## config.mk

```make
export PLATFORM = sky130hd
export DESIGN_NAME = uart_rx_flat
export DESIGN_NICKNAME = d
export VERILOG_FILES = /design/src/rtl/uart_pkg.sv /design/src/rtl/uart_rx_if.sv /design/src/rtl/uart_rx_sync_2ff.sv /design/src/rtl/uart_rx.sv /design/src/flat_wrapper.sv
export SDC_FILE = /design/constraint.sdc
export NUM_CORES = 1
export LEC_CHECK = 0
export BUFFER_PORTS_ARGS = -buffer_cell sky130_fd_sc_hd__buf_2
export CORE_UTILIZATION = 56
export DETAILED_ROUTE_END_ITERATION = 6
export PLACE_DENSITY = 0.74
export SYNTH_ARGS = -nofsm -noshare
export SYNTH_HDL_FRONTEND = slang
export SYNTH_SLANG_ARGS = --single-unit
```

## constraint.sdc

```tcl
create_clock -name clk -period 1.8 [get_ports clk]
set_input_delay 0.36 -clock clk [delete_from_list [all_inputs] [get_ports clk]]
set_output_delay 0.36 -clock clk [all_outputs]
set_load 0.005 [all_outputs]
```

## src/rtl/uart_pkg.sv

```systemverilog
// Shared UART definitions: receiver FSM state encoding, default frame format,
// and a 2-of-3 majority helper used by the optional vote on bit samples.
package uart_pkg;

    localparam int UART_DATA_BITS    = 8;
    localparam int UART_STOP_BITS    = 1;
    localparam int UART_OVERSAMPLING = 16;

    localparam logic [1:0] ST_IDLE  = 2'd0;
    localparam logic [1:0] ST_START = 2'd1;
    localparam logic [1:0] ST_DATA  = 2'd2;
    localparam logic [1:0] ST_STOP  = 2'd3;

    typedef enum logic [1:0] {
        IDLE  = ST_IDLE,
        START = ST_START,
        DATA  = ST_DATA,
        STOP  = ST_STOP
    } uart_state_t;

    function automatic logic maj3(input logic a, input logic b, input logic c);
        return (a & b) | (a & c) | (b & c);
    endfunction

endpackage

```

## src/rtl/uart_rx_if.sv

```systemverilog
// Receiver-side bundle: serial line in, recovered byte plus status pulses out.
interface uart_rx_if
    import uart_pkg::*;
#(
    parameter int DATA_BITS = UART_DATA_BITS
);

    logic                 rx;
    logic [DATA_BITS-1:0] data_out;
    logic                 valid_out;
    logic                 frame_err;
    logic                 busy;

    modport master (
        output rx,
        input  data_out,
        input  valid_out,
        input  frame_err,
        input  busy
    );

    modport slave (
        input  rx,
        output data_out,
        output valid_out,
        output frame_err,
        output busy
    );

endinterface

```

## src/rtl/uart_rx_sync_2ff.sv

```systemverilog
// sync_2ff: single-bit two-flop synchronizer for asynchronous inputs,
// with a configurable value loaded by the synchronous reset.
module sync_2ff #(
    parameter logic RESET_VAL = 1'b1
) (
    input  logic clk,
    input  logic rst,
    input  logic d,
    output logic q
);

    logic meta_r;
    logic sync_r;

    // Two-stage capture of the asynchronous input
    always_ff @(posedge clk) begin
        if (rst) begin
            meta_r <= RESET_VAL;
            sync_r <= RESET_VAL;
        end else begin
            meta_r <= d;
            sync_r <= meta_r;
        end
    end

    assign q = sync_r;

endmodule

```

## src/rtl/uart_rx.sv

```systemverilog
// uart_rx: oversampled mid-bit UART receiver with valid and framing-error pulses.
// Build macro UART_RX_MAJORITY_EN: each bit decision is a 2-of-3 vote around the centre.
module uart_rx
    import uart_pkg::*;
#(
    parameter int DATA_BITS    = UART_DATA_BITS,
    parameter int STOP_BITS    = UART_STOP_BITS,
    parameter int OVERSAMPLING = UART_OVERSAMPLING
) (
    input  logic     clk,
    input  logic     rst,
    uart_rx_if.slave bus
);

    localparam int CNT_W = $clog2(OVERSAMPLING);
    localparam int BIT_W = (DATA_BITS > 1) ? $clog2(DATA_BITS) : 1;

`ifdef UART_RX_MAJORITY_EN
    // The vote needs centre+1, so every decision lands one cycle later
    localparam int START_LAST_I = OVERSAMPLING / 2;
`else
    localparam int START_LAST_I = OVERSAMPLING / 2 - 1;
`endif

    localparam logic [CNT_W-1:0] START_LAST = CNT_W'(START_LAST_I);
    localparam logic [CNT_W-1:0] BIT_LAST   = CNT_W'(OVERSAMPLING - 1);
    localparam logic [BIT_W-1:0] DATA_LAST  = BIT_W'(DATA_BITS - 1);
    localparam logic             STOP_LAST  = 1'(STOP_BITS - 1);

    logic rx_s;
    logic bit_s;

    uart_state_t          state_r,    state_nx;
    logic [CNT_W-1:0]     clk_cnt_r,  clk_cnt_nx;
    logic [BIT_W-1:0]     bit_cnt_r,  bit_cnt_nx;
    logic [DATA_BITS-1:0] shift_r,    shift_nx;
    logic                 stop_cnt_r, stop_cnt_nx;
    logic                 stop_err_r, stop_err_nx;
    logic [DATA_BITS-1:0] data_r,     data_nx;
    logic                 valid_r,    valid_nx;
    logic                 err_r,      err_nx;
    logic                 busy_r,     busy_nx;

    sync_2ff #(
        .RESET_VAL (1'b1)
    ) u_rx_sync (
        .clk (clk),
        .rst (rst),
        .d   (bus.rx),
        .q   (rx_s)
    );

`ifdef UART_RX_MAJORITY_EN
    logic [1:0] hist_r;

    // Two-deep history of rx_s so the vote spans centre-1 .. centre+1
    always_ff @(posedge clk) begin
        if (rst) begin
            hist_r <= 2'b11;
        end else begin
            hist_r <= {hist_r[0], rx_s};
        end
    end

    assign bit_s = maj3(hist_r[1], hist_r[0], rx_s);
`else
    assign bit_s = rx_s;
`endif

    // State and datapath registers, outputs registered straight from next-state
    always_ff @(posedge clk) begin
        if (rst) begin
            state_r    <= IDLE;
            clk_cnt_r  <= '0;
            bit_cnt_r  <= '0;
            shift_r    <= '0;
            stop_cnt_r <= 1'b0;
            stop_err_r <= 1'b0;
            data_r     <= '0;
            valid_r    <= 1'b0;
            err_r      <= 1'b0;
            busy_r     <= 1'b0;
        end else begin
            state_r    <= state_nx;
            clk_cnt_r  <= clk_cnt_nx;
            bit_cnt_r  <= bit_cnt_nx;
            shift_r    <= shift_nx;
            stop_cnt_r <= stop_cnt_nx;
            stop_err_r <= stop_err_nx;
            data_r     <= data_nx;
            valid_r    <= valid_nx;
            err_r      <= err_nx;
            busy_r     <= busy_nx;
        end
    end

    // Next-state, counters and result pulses
    always_comb begin
        state_nx    = state_r;
        clk_cnt_nx  = clk_cnt_r;
        bit_cnt_nx  = bit_cnt_r;
        shift_nx    = shift_r;
        stop_cnt_nx = stop_cnt_r;
        stop_err_nx = stop_err_r;
        data_nx     = data_r;
        valid_nx    = 1'b0;
        err_nx      = 1'b0;

        case (state_r)
            IDLE: begin
                clk_cnt_nx = '0;
                if (rx_s == 1'b0) begin
                    state_nx = START;
                end else begin
                    state_nx = IDLE;
                end
            end

            START: begin
                if (clk_cnt_r == START_LAST) begin
                    clk_cnt_nx = '0;
                    bit_cnt_nx = '0;
                    if (bit_s == 1'b1) begin
                        state_nx = IDLE;
                    end else begin
                        state_nx = DATA;
                    end
                end else begin
                    clk_cnt_nx = clk_cnt_r + CNT_W'(1);
                end
            end

            DATA: begin
                if (clk_cnt_r == BIT_LAST) begin
                    clk_cnt_nx = '0;
                    shift_nx   = {bit_s, shift_r[DATA_BITS-1:1]};
                    if (bit_cnt_r == DATA_LAST) begin
                        bit_cnt_nx  = '0;
                        stop_cnt_nx = 1'b0;
                        stop_err_nx = 1'b0;
                        state_nx    = STOP;
                    end else begin
                        bit_cnt_nx = bit_cnt_r + BIT_W'(1);
                    end
                end else begin
                    clk_cnt_nx = clk_cnt_r + CNT_W'(1);
                end
            end

            STOP: begin
                if (clk_cnt_r == BIT_LAST) begin
                    clk_cnt_nx = '0;
                    // Leaving at the last stop-bit centre allows zero-gap frames
                    if (stop_cnt_r == STOP_LAST) begin
                        state_nx = IDLE;
                        if (stop_err_r || (bit_s == 1'b0)) begin
                            err_nx = 1'b1;
                        end else begin
                            valid_nx = 1'b1;
                            data_nx  = shift_r;
                        end
                    end else begin
                        stop_cnt_nx = stop_cnt_r + 1'b1;
                        stop_err_nx = stop_err_r | ~bit_s;
                    end
                end else begin
                    clk_cnt_nx = clk_cnt_r + CNT_W'(1);
                end
            end

            default: begin
                state_nx = IDLE;
            end
        endcase

        busy_nx = (state_nx != IDLE);
    end

    assign bus.data_out  = data_r;
    assign bus.valid_out = valid_r;
    assign bus.frame_err = err_r;
    assign bus.busy      = busy_r;

endmodule

```

## src/flat_wrapper.sv

```systemverilog
// flat-port wrapper written by rule: the top's interface ports become plain ports
module uart_rx_flat import uart_pkg::*;
#(
    parameter int DATA_BITS    = UART_DATA_BITS,
    parameter int STOP_BITS    = UART_STOP_BITS,
    parameter int OVERSAMPLING = UART_OVERSAMPLING
)
  (clk, rst, bus_rx, bus_data_out, bus_valid_out, bus_frame_err, bus_busy);
  uart_rx_if #(.DATA_BITS(DATA_BITS)) bus_i ();
  input  logic clk;
  input  logic rst;
  input wire logic [$bits(bus_i.rx)-1:0] bus_rx;
  output wire logic [$bits(bus_i.data_out)-1:0] bus_data_out;
  output wire logic [$bits(bus_i.valid_out)-1:0] bus_valid_out;
  output wire logic [$bits(bus_i.frame_err)-1:0] bus_frame_err;
  output wire logic [$bits(bus_i.busy)-1:0] bus_busy;
  assign bus_i.rx = bus_rx;
  assign bus_data_out = bus_i.data_out;
  assign bus_valid_out = bus_i.valid_out;
  assign bus_frame_err = bus_i.frame_err;
  assign bus_busy = bus_i.busy;
  uart_rx #(.DATA_BITS(DATA_BITS), .STOP_BITS(STOP_BITS), .OVERSAMPLING(OVERSAMPLING)) u_core (.clk(clk), .rst(rst), .bus(bus_i));
endmodule
```

== Word level (Yosys, flattened, before mapping) ==
Cells that the tools add are included.

* Add/sub/neg operators: 3
* Reduce and logical (&&, ||, !) cells: 12
* Muxes and demuxes: 25
* Eq/ne operators: 11
* Bitwise logic cells: 6

{| class="wikitable"
|+ Operators with widths
! kind !! count
|-
| 2-bit 2-to-1 mux || 6
|-
| 4-bit case mux with 3 select lines || 1
|-
| 2-bit by 1-bit inequality test with 1-bit output (second input constant) || 5
|-
| 1-bit 2-to-1 mux || 9
|-
| 3-bit 2-to-1 mux || 3
|-
| 4-bit 2-to-1 mux || 2
|-
| 2-bit case mux with 4 select lines || 1
|-
| 4-bit AND reduction || 2
|-
| 3-bit case mux with 2 select lines || 1
|-
| 2-bit nonzero test || 3
|-
| 1-bit inverter || 5
|-
| 5-bit AND reduction || 1
|-
| 4-bit by 1-bit adder with 4-bit output (second input constant) || 1
|-
| 2-bit == test (second input constant) || 2
|-
| 4-bit by 3-bit == test with 1-bit output (second input constant) || 1
|-
| 4-bit == test (second input constant) || 1
|-
| 1-bit case mux with 2 select lines || 2
|-
| 4-bit OR reduction || 1
|-
| 3-bit by 1-bit adder with 3-bit output (second input constant) || 1
|-
| 3-bit == test (second input constant) || 1
|-
| 3-bit AND reduction || 1
|-
| 2-bit by 1-bit == test with 1-bit output (second input constant) || 1
|-
| 2-bit zero test || 1
|-
| 2-bit AND reduction || 1
|-
| 4 further kinds || 4
|}

* Register bits after elaboration: 32

== Logic depth before layout (Yosys ltp) ==
Gate-level depths: netlist (run 1).

* Depth after elaboration: 5
* Gate-level depth with buffers: 6
* Mapped depth without buffers: 5

== Modules after synthesis ==
From an unflattened synthesis (run 1), not the netlist that was laid out.

* Cell total of the unflattened synthesis: 144
* Area, all modules: 1356.3 um^2

{| class="wikitable"
|+ By module, submodules not included
! module !! area an instance (um^2) !! seq. area each (um^2) !! times used !! cells an instance
|-
| uart_rx || 1303.8 || 580.6 || 1 || 140
|-
| sync_2ff || 52.6 || 40.0 || 1 || 4
|}

== Worst setup path after synthesis (run 1) ==
OpenSTA, ideal clock, no wires.

* Path kind: register to register
* Start point: register u_core.clk_cnt_r[0]
* End point: register u_core.data_r[0] (netlist: u_core.bus.data_out[0])
* Cell stages (with the launch flop): 7
* Library setup time: 0.072 ns
* Path buffers: 2
* Arrival time: 1.330 ns
* Setup slack: 0.399 ns
* Path through: dfxtp_1 > ha_1 > buf_2 > and4_4 > and3_4 > buf_8 > mux2i_1

* Longest elaborated chain between the ends: 2

{| class="wikitable"
|+ Ends and longest elaborated chain
! element !! line !! text
|-
| start, declared || uart_rx.sv:34 || <nowiki>logic [CNT_W-1:0] clk_cnt_r, clk_cnt_nx;</nowiki>
|-
| start signal, assigned || uart_rx.sv:85 || <nowiki>clk_cnt_r <= clk_cnt_nx;</nowiki>
|-
| 4-bit == test || uart_rx.sv:151 || <nowiki>if (clk_cnt_r == BIT_LAST) begin</nowiki>
|-
| 4-bit AND reduction (no source line) || n/a ||
|-
| end signal, assigned || uart_rx.sv:90 || <nowiki>data_r <= data_nx;</nowiki>
|-
| end, declared || uart_rx.sv:39 || <nowiki>logic [DATA_BITS-1:0] data_r, data_nx;</nowiki>
|}

No other way between the ends.
A chain may end at the register's enable or synchronous reset.

== Worst setup path after layout (run 1) ==
* Start point: register u_core.clk_cnt_r[0]
* End point: register u_core.data_r[2] (netlist: u_core.bus.data_out[2])

The elaborated chain is that of the path after synthesis.

==> summary.md, run 1 <==
| Metric | Value |
|---|---|
| Logic pwr share | `4.0%` |
| CP Cell Sequence | `ha_1, and4_4, and3_4, mux2i_1` |
| P_int | `944 uW` |
| Crit Path Max Fanout | `8` |
| Synth Instances | `148` |
| Sequential share of power | `58.3%` |
| Crit path buffers/inverters | `0` |
| Synthesized cell area | `0.00138 mm^2` |
| Layout cell share with drive strength beyond 1 | `19.4%` |
| 1st-pass router iterations | `4` |
| N_diodes | `0` |
| Yosys Warn Count | `0` |
| HPWL after DPL | `1.68 mm` |
| Most frequent cells in the layout | `31 x dfxtp_1, 17 x nand2b_1, 13 x o21ai_0, 13 x buf_2, 12 x a21oi_1` |
| Initial antenna violation count | `0` |
| Vias in the first global route | `983` |
| Fin crit share | `88.9%` |
| # IOs | `14` |
| Clock Tree Buf Depth | `2` |
| Setup Crit Path Kind | `flip-flop to flip-flop` |
| TritonCTS clock tree | `yes` |
| Clock power share | `37.7%` |
| CTS root buf | `clkbuf_4` |
| H-tree depth | `2` |
| Synthesized flop and latch total | `31` |
| Seq/Total Area, Yosys | `45.0%` |
| Fin nets | `165` |
| Post-cts resize count | `0` |
| Worst-Skew Late Latency | `320 ps` |
| Yosys cell types | `37` |
| CP max-delay cell | `dfxtp_1` |
| Row Count | `17` |
| Crit path DAT | `1850 ps` |
| Hold Fails Final Rpt | `0` |
| Worst setup EP type | `flip-flop` |
| Routed Antenna Nets | `0` |
| Peak VDD IR | `0.595 mV` |
| Max Clk Rate | `625 MHz` |
| Area grow syn2layout | `8.36%` |
| Switch share | `21.2%` |
| Setup Fix Bufs, Post-CTS | `0` |
| First-pass GRT wire length | `4.29 mm` |
| Total GRT Usage | `22.4%` |
| Die X-Extent | `51.6 um` |
| NetSw | `255 uW` |
| Die area | `0.00266 mm^2` |
| CTS Buf Count | `5` |
| Final Max Slew Viols | `0` |
| Max Cap Viol | `0` |
| DRT iter0 DRCs | `27` |
| CP max stage delay | `370 ps` |
| WL/cell | `13.4 um` |
| Max transition margin | `65.7%` |
| Number of enable flip-flop cells after synthesis | `0` |
| Routed WL | `2.52 mm` |
| Final setup fails | `0` |
| Chip height | `51.6 um` |
| Initial Util | `61.1%` |
| CORE AREA | `0.00225 mm^2` |
| Tmin final | `1600 ps` |
| Post-Route Skew | `5.79 ps` |
| # placed instances | `180` |
| Clk sinks | `31` |
| Worst endpoint required time | `2050 ps` |
| Setup TNS | `0 ps` |
| Leak | `0.000548 uW` |
| CP Launch Type | `flip-flop` |
| Commonest non-fill, non-tap cell in the layout | `dfxtp_1` |
| Synth Flop Type | `dfxtp_1` |
| DRC viols | `0` |
| Vias after detailed routing | `1088` |
| Grt ovf | `0` |
| Fraction of registers with async set/reset | `0%` |
| Routability Congestion | `0.790` |
| Post-CTS Hold Buffers | `0` |
| Worst Max-Slew Pin Slew | `514 ps` |
| Worst min path class | `primary input to flip-flop` |
| Largest net degree at the start of global routing | `37` |
| Status | `finished clean` |
| Unrepaired setup endpoints after global routing | `false` |
| P per Cell Area | `803 mW/mm^2` |
| Syn nets | `154` |
| Fin cells | `188` |
| Clock transition at path regs | `90 ps` |
| Crit path max-delay family | `simple AND/OR/NAND/NOR gates` |
| IO buf count | `13` |
| Vias per cell | `5.79` |
| Avg Inst Size Synth | `9.31 um^2` |
[worst register-to-register path, stage by stage, from the launching register on]
cell and delay, ps:
dfxtp_1 370, ha_1 340, and4_4 310, and3_4 290, mux2i_1 230
[power by group through the flow]
| stage | clock network, uW | registers [uW] | logic (uW) |
|---|---|---|---|
| floorplan | 0 | 711 | 41.9 |
| global placement | 0 | 715 | 45.7 |
| detailed placement | 0 | 715 | 47.1 |
| CTS | 465 | 699 | 47.4 |
| global route | 498 | 701 | 52.3 |
| finish | 451 | 699 | 48.0 |
[metrics by stage]
step | power, uW | hold WS (ps) | cell area, um^2 | setup WS [ps] | util [%]
after floorplan | 753 | 389 | 1380 | 399 | -
after global placement | 760 | 404 | 1420 | 332 | 63.2
after detailed placement | 762 | 399 | 1420 | 192 | 63.2
after CTS | 1210 | 212 | 1490 | 191 | 66.2
after global routing | 1250 | 219 | 1490 | 111 | 66.2
final | 1200 | 222 | 1490 | 200 | 66.2
[kinds of logic after synthesis]
kind of cell / synth area share [%]
and+or+nand+nor: 23.4
adders and majority gates: 2.73
DFF: 45.1
buffers and inverters: 7.17
muxes: 5.81
AOI/OAI and AO/OA: 15.2
xor gates and xnor gates: 0.636
[routing by layer]
layer	vias up	track usage [%]	wire length [um]
met1	506	27.8	1210
met4	0	12.6	54
met2	28	34.8	1140
met5	-	0	0
li1	546	-	-
met3	8	6.14	111
[area by class of cell]
type | count | area, um^2
flip-flops and latches | 31 | 621
fillers | 190 | 762
inverters | 4 | 15.0
clock buffers | 8 | 68.8
well taps | 28 | 35.0
repair buffers | 17 | 95.1
multi-input cells | 100 | 658
[synth_stat cells, types with 2 or more instances]
cell | number | area (um^2)
a311oi_1 | 2 | 17.5
nand2_1 | 3 | 11.3
nand2b_1 | 17 | 106
nand3_1 | 11 | 55.1
ha_1 | 3 | 37.5
nand3b_1 | 2 | 15.0
o21ai_0 | 13 | 65.1
buf_4 | 3 | 22.5
clkbuf_1 | 4 | 15.0
a21oi_1 | 12 | 60.1
mux2i_1 | 8 | 80.1
buf_2 | 4 | 20.0
a31oi_1 | 2 | 12.5
nor3b_1 | 2 | 15.0
or2_2 | 3 | 18.8
inv_1 | 4 | 15.0
dfxtp_1 | 31 | 621
nor2_1 | 2 | 7.51
nor2b_1 | 2 | 12.5
nor3_1 | 3 | 15.0
[registers in the layout, indices dropped and copies added (netlist names)]
| name | count |
|---|---|
| u_core.u_rx_sync.q | 1 |
| u_core.bus.frame_err | 1 |
| u_core.bus.valid_out | 1 |
| u_core.shift_r | 8 |
| u_core.bus.busy | 1 |
| u_core.clk_cnt_r | 4 |
| u_core.bit_cnt_r | 3 |
| u_core.state_r | 2 |
| u_core.bus.data_out | 8 |
| u_core.u_rx_sync.meta_r | 1 |
| u_core.stop_err_r | 1 |
[final timing paths]
check	from	to	slack, ps	depth (start not counted)
max	u_core.clk_cnt_r[0]$_SDFF_PP0_	u_core.bus.data_out[2]$_SDFFE_PP0P_	200	4
min reg2reg	u_core.u_rx_sync.meta_r$_SDFF_PP1_	u_core.u_rx_sync.q$_SDFF_PP1_	420	1
max reg2reg	u_core.clk_cnt_r[0]$_SDFF_PP0_	u_core.bus.data_out[2]$_SDFFE_PP0P_	200	4
min	bus_rx	u_core.u_rx_sync.meta_r$_SDFF_PP1_	220	2
Note: power is estimated with default switching activity, not from simulation.
==> run 2: changes to the inputs <==
- ABC_CLOCK_PERIOD_IN_PS: default -> 1800
- CORE_ASPECT_RATIO: default -> 0.5
- CORE_UTILIZATION: 56 -> 50
- PLACE_DENSITY: 0.74 -> 0.67
==> run 2 against run 1 <==
  * Clock skew is 0.55 ps lower
  * Sequential share of layout area is 1.8 points lower
  * Sequential cell count stayed put
==> summary.md, run 2 (synthesis results as in run 1) <==
| Metric | Value |
|---|---|
| First-pass GRT wire length | `3.82 mm` |
| Fin crit share | `86.5%` |
| Max transition margin | `65.2%` |
| P per Cell Area | `937 mW/mm^2` |
| Initial Util | `52.9%` |
| N_diodes | `0` |
| Crit Path Max Fanout | `8` |
| Most frequent cells in the layout | `31 x dfxtp_1, 17 x nand2b_1, 13 x o21ai_0, 13 x buf_2, 12 x a21oi_1` |
| Vias in the first global route | `844` |
| Grt ovf | `0` |
| Post-Route Skew | `5.24 ps` |
| Post-CTS Hold Buffers | `0` |
| Post-cts resize count | `0` |
| IO buf count | `13` |
| Die X-Extent | `76.2 um` |
| Launching point of the worst reg2reg path | `u_core.clk_cnt_r[0]$_SDFF_PP0_` |
| Worst-Skew Late Latency | `280 ps` |
| WHS Endpoint | `u_core.u_rx_sync.meta_r$_SDFF_PP1_` |
| Fill cells | `232` |
| Final Max Slew Viols | `0` |
| Setup TNS | `0 ps` |
| Worst Max-Slew Pin Slew | `522 ps` |
| H-tree depth | `2` |
| Layout cell share with drive strength beyond 1 | `20.5%` |
| CTS Buf Count | `5` |
| TritonCTS clock tree | `yes` |
| Total GRT Usage | `17.5%` |
| Status | `finished clean` |
| Clock transition at path regs | `70 ps` |
| Peak VDD IR | `0.491 mV` |
| Final setup fails | `0` |
| Area grow syn2layout | `13.3%` |
| Worst setup EP type | `flip-flop` |
| Vias after detailed routing | `1029` |
| R2R Setup Slk | `240 ps` |
| WL/cell | `12.2 um` |
| DRC viols | `0` |
| # IOs | `14` |
| Worst hold path cell count | `2` |
| Layout Utilization | `60.0%` |
| HPWL after DPL | `1.57 mm` |
| Largest net degree at the start of global routing | `37` |
| Pwr Total | `1460 uW` |
| CTS root buf | `clkbuf_8` |
| Slack of the critical path | `244 ps` |
| Row Count | `13` |
| Routed WL | `2.41 mm` |
| Worst endpoint required time | `2010 ps` |
| Tmin final | `1560 ps` |
| Clock Tree Buf Depth | `2` |
| Routability Congestion | `0.784` |
| Commonest non-fill, non-tap cell in the layout | `dfxtp_1` |
| 1st-pass router iterations | `4` |
| DRT iter0 DRCs | `64` |
| Hold WS | `262 ps` |
| Hold Fails Final Rpt | `0` |
| Max Cap Viol | `0` |
| Leak | `0.000576 uW` |
| Dpl ws | `258 ps` |
| Fin nets | `166` |
| Worst r2r dst | `u_core.bus.data_out[4]$_SDFFE_PP0P_` |
| Unrepaired setup endpoints after global routing | `false` |
| Routed Antenna Nets | `0` |
| Die area | `0.00298 mm^2` |
| Vias per cell | `5.20` |
| Clk sinks | `31` |
| Worst min path class | `primary input to flip-flop` |
| Min-delay src | `bus_rx` |
| Initial antenna violation count | `0` |
| Setup Crit Path Kind | `flip-flop to flip-flop` |
| R2R depth | `4` |
| Crit path DAT | `1770 ps` |
| Setup Fix Bufs, Post-CTS | `0` |
| Max Clk Rate | `643 MHz` |
| CORE AREA | `0.00260 mm^2` |
| CP Launch Type | `flip-flop` |
| Chip height | `39.1 um` |
-- run 2: final cells by class --
cell class                      count  area [um^2]  share of cell area (%)
Multi-Input combinational cell    100          658                    42.2
Sequential cell                    31          621                    39.8
Timing Repair Buffer               18          103                    6.58
Clock buffer                        6         82.6                    5.29
Tap cell                           37         46.3                    2.97
Clock inverter                      2         35.0                    2.25
Inverter                            4         15.0                   0.962
-- run 2: critical path: stages (launching register included) --
cell and delay (ps):
dfxtp_1 350, ha_1 320, and4_4 320, and3_4 300, mux2i_1 190
-- run 2: routing by layer --
| layer | vias up | track usage (%) | wire length [um] | part of all wire [%] |
|---|---|---|---|---|
| li1 | 542 | - | - | - |
| met2 | 26 | 30.6 | 1020 | 42 |
| met3 | 5 | 6.35 | 127 | 5.3 |
| met4 | 0 | 7.21 | 24 | 0.99 |
| met1 | 456 | 20.2 | 1240 | 51 |
| met5 | - | 0 | 0 | 0 |
-- run 2: power by group --
part,leakage (uW),switching (uW),internal [uW]
clock network,0.0000612,268,448
logic,0.000264,25.9,22.7
registers,0.000250,6.32,692
-- run 2: worst max-delay path by stage --
stage,slack (ps),to,startpoint,depth (start not counted)
3_5_place_dp,260,u_core.bus.data_out[1]$_SDFFE_PP0P_,u_core.clk_cnt_r[0]$_SDFF_PP0_,4
5_1_grt,150,u_core.bus.data_out[1]$_SDFFE_PP0P_,u_core.clk_cnt_r[0]$_SDFF_PP0_,4
6_report,240,u_core.bus.data_out[4]$_SDFFE_PP0P_,u_core.clk_cnt_r[0]$_SDFF_PP0_,4
3_3_place_gp,310,u_core.bus.data_out[5]$_SDFFE_PP0P_,u_core.clk_cnt_r[0]$_SDFF_PP0_,4
2_1_floorplan,400,u_core.bus.data_out[0]$_SDFFE_PP0P_,u_core.clk_cnt_r[0]$_SDFF_PP0_,6
4_1_cts,250,u_core.bus.data_out[4]$_SDFFE_PP0P_,u_core.clk_cnt_r[0]$_SDFF_PP0_,4
-- run 2: metrics by stage --
stage	std cells	cell area (um^2)
after floorplan	148	1380
after global routing	198	1560
after global placement	190	1440
final	198	1560
after CTS	198	1560
after detailed placement	190	1440
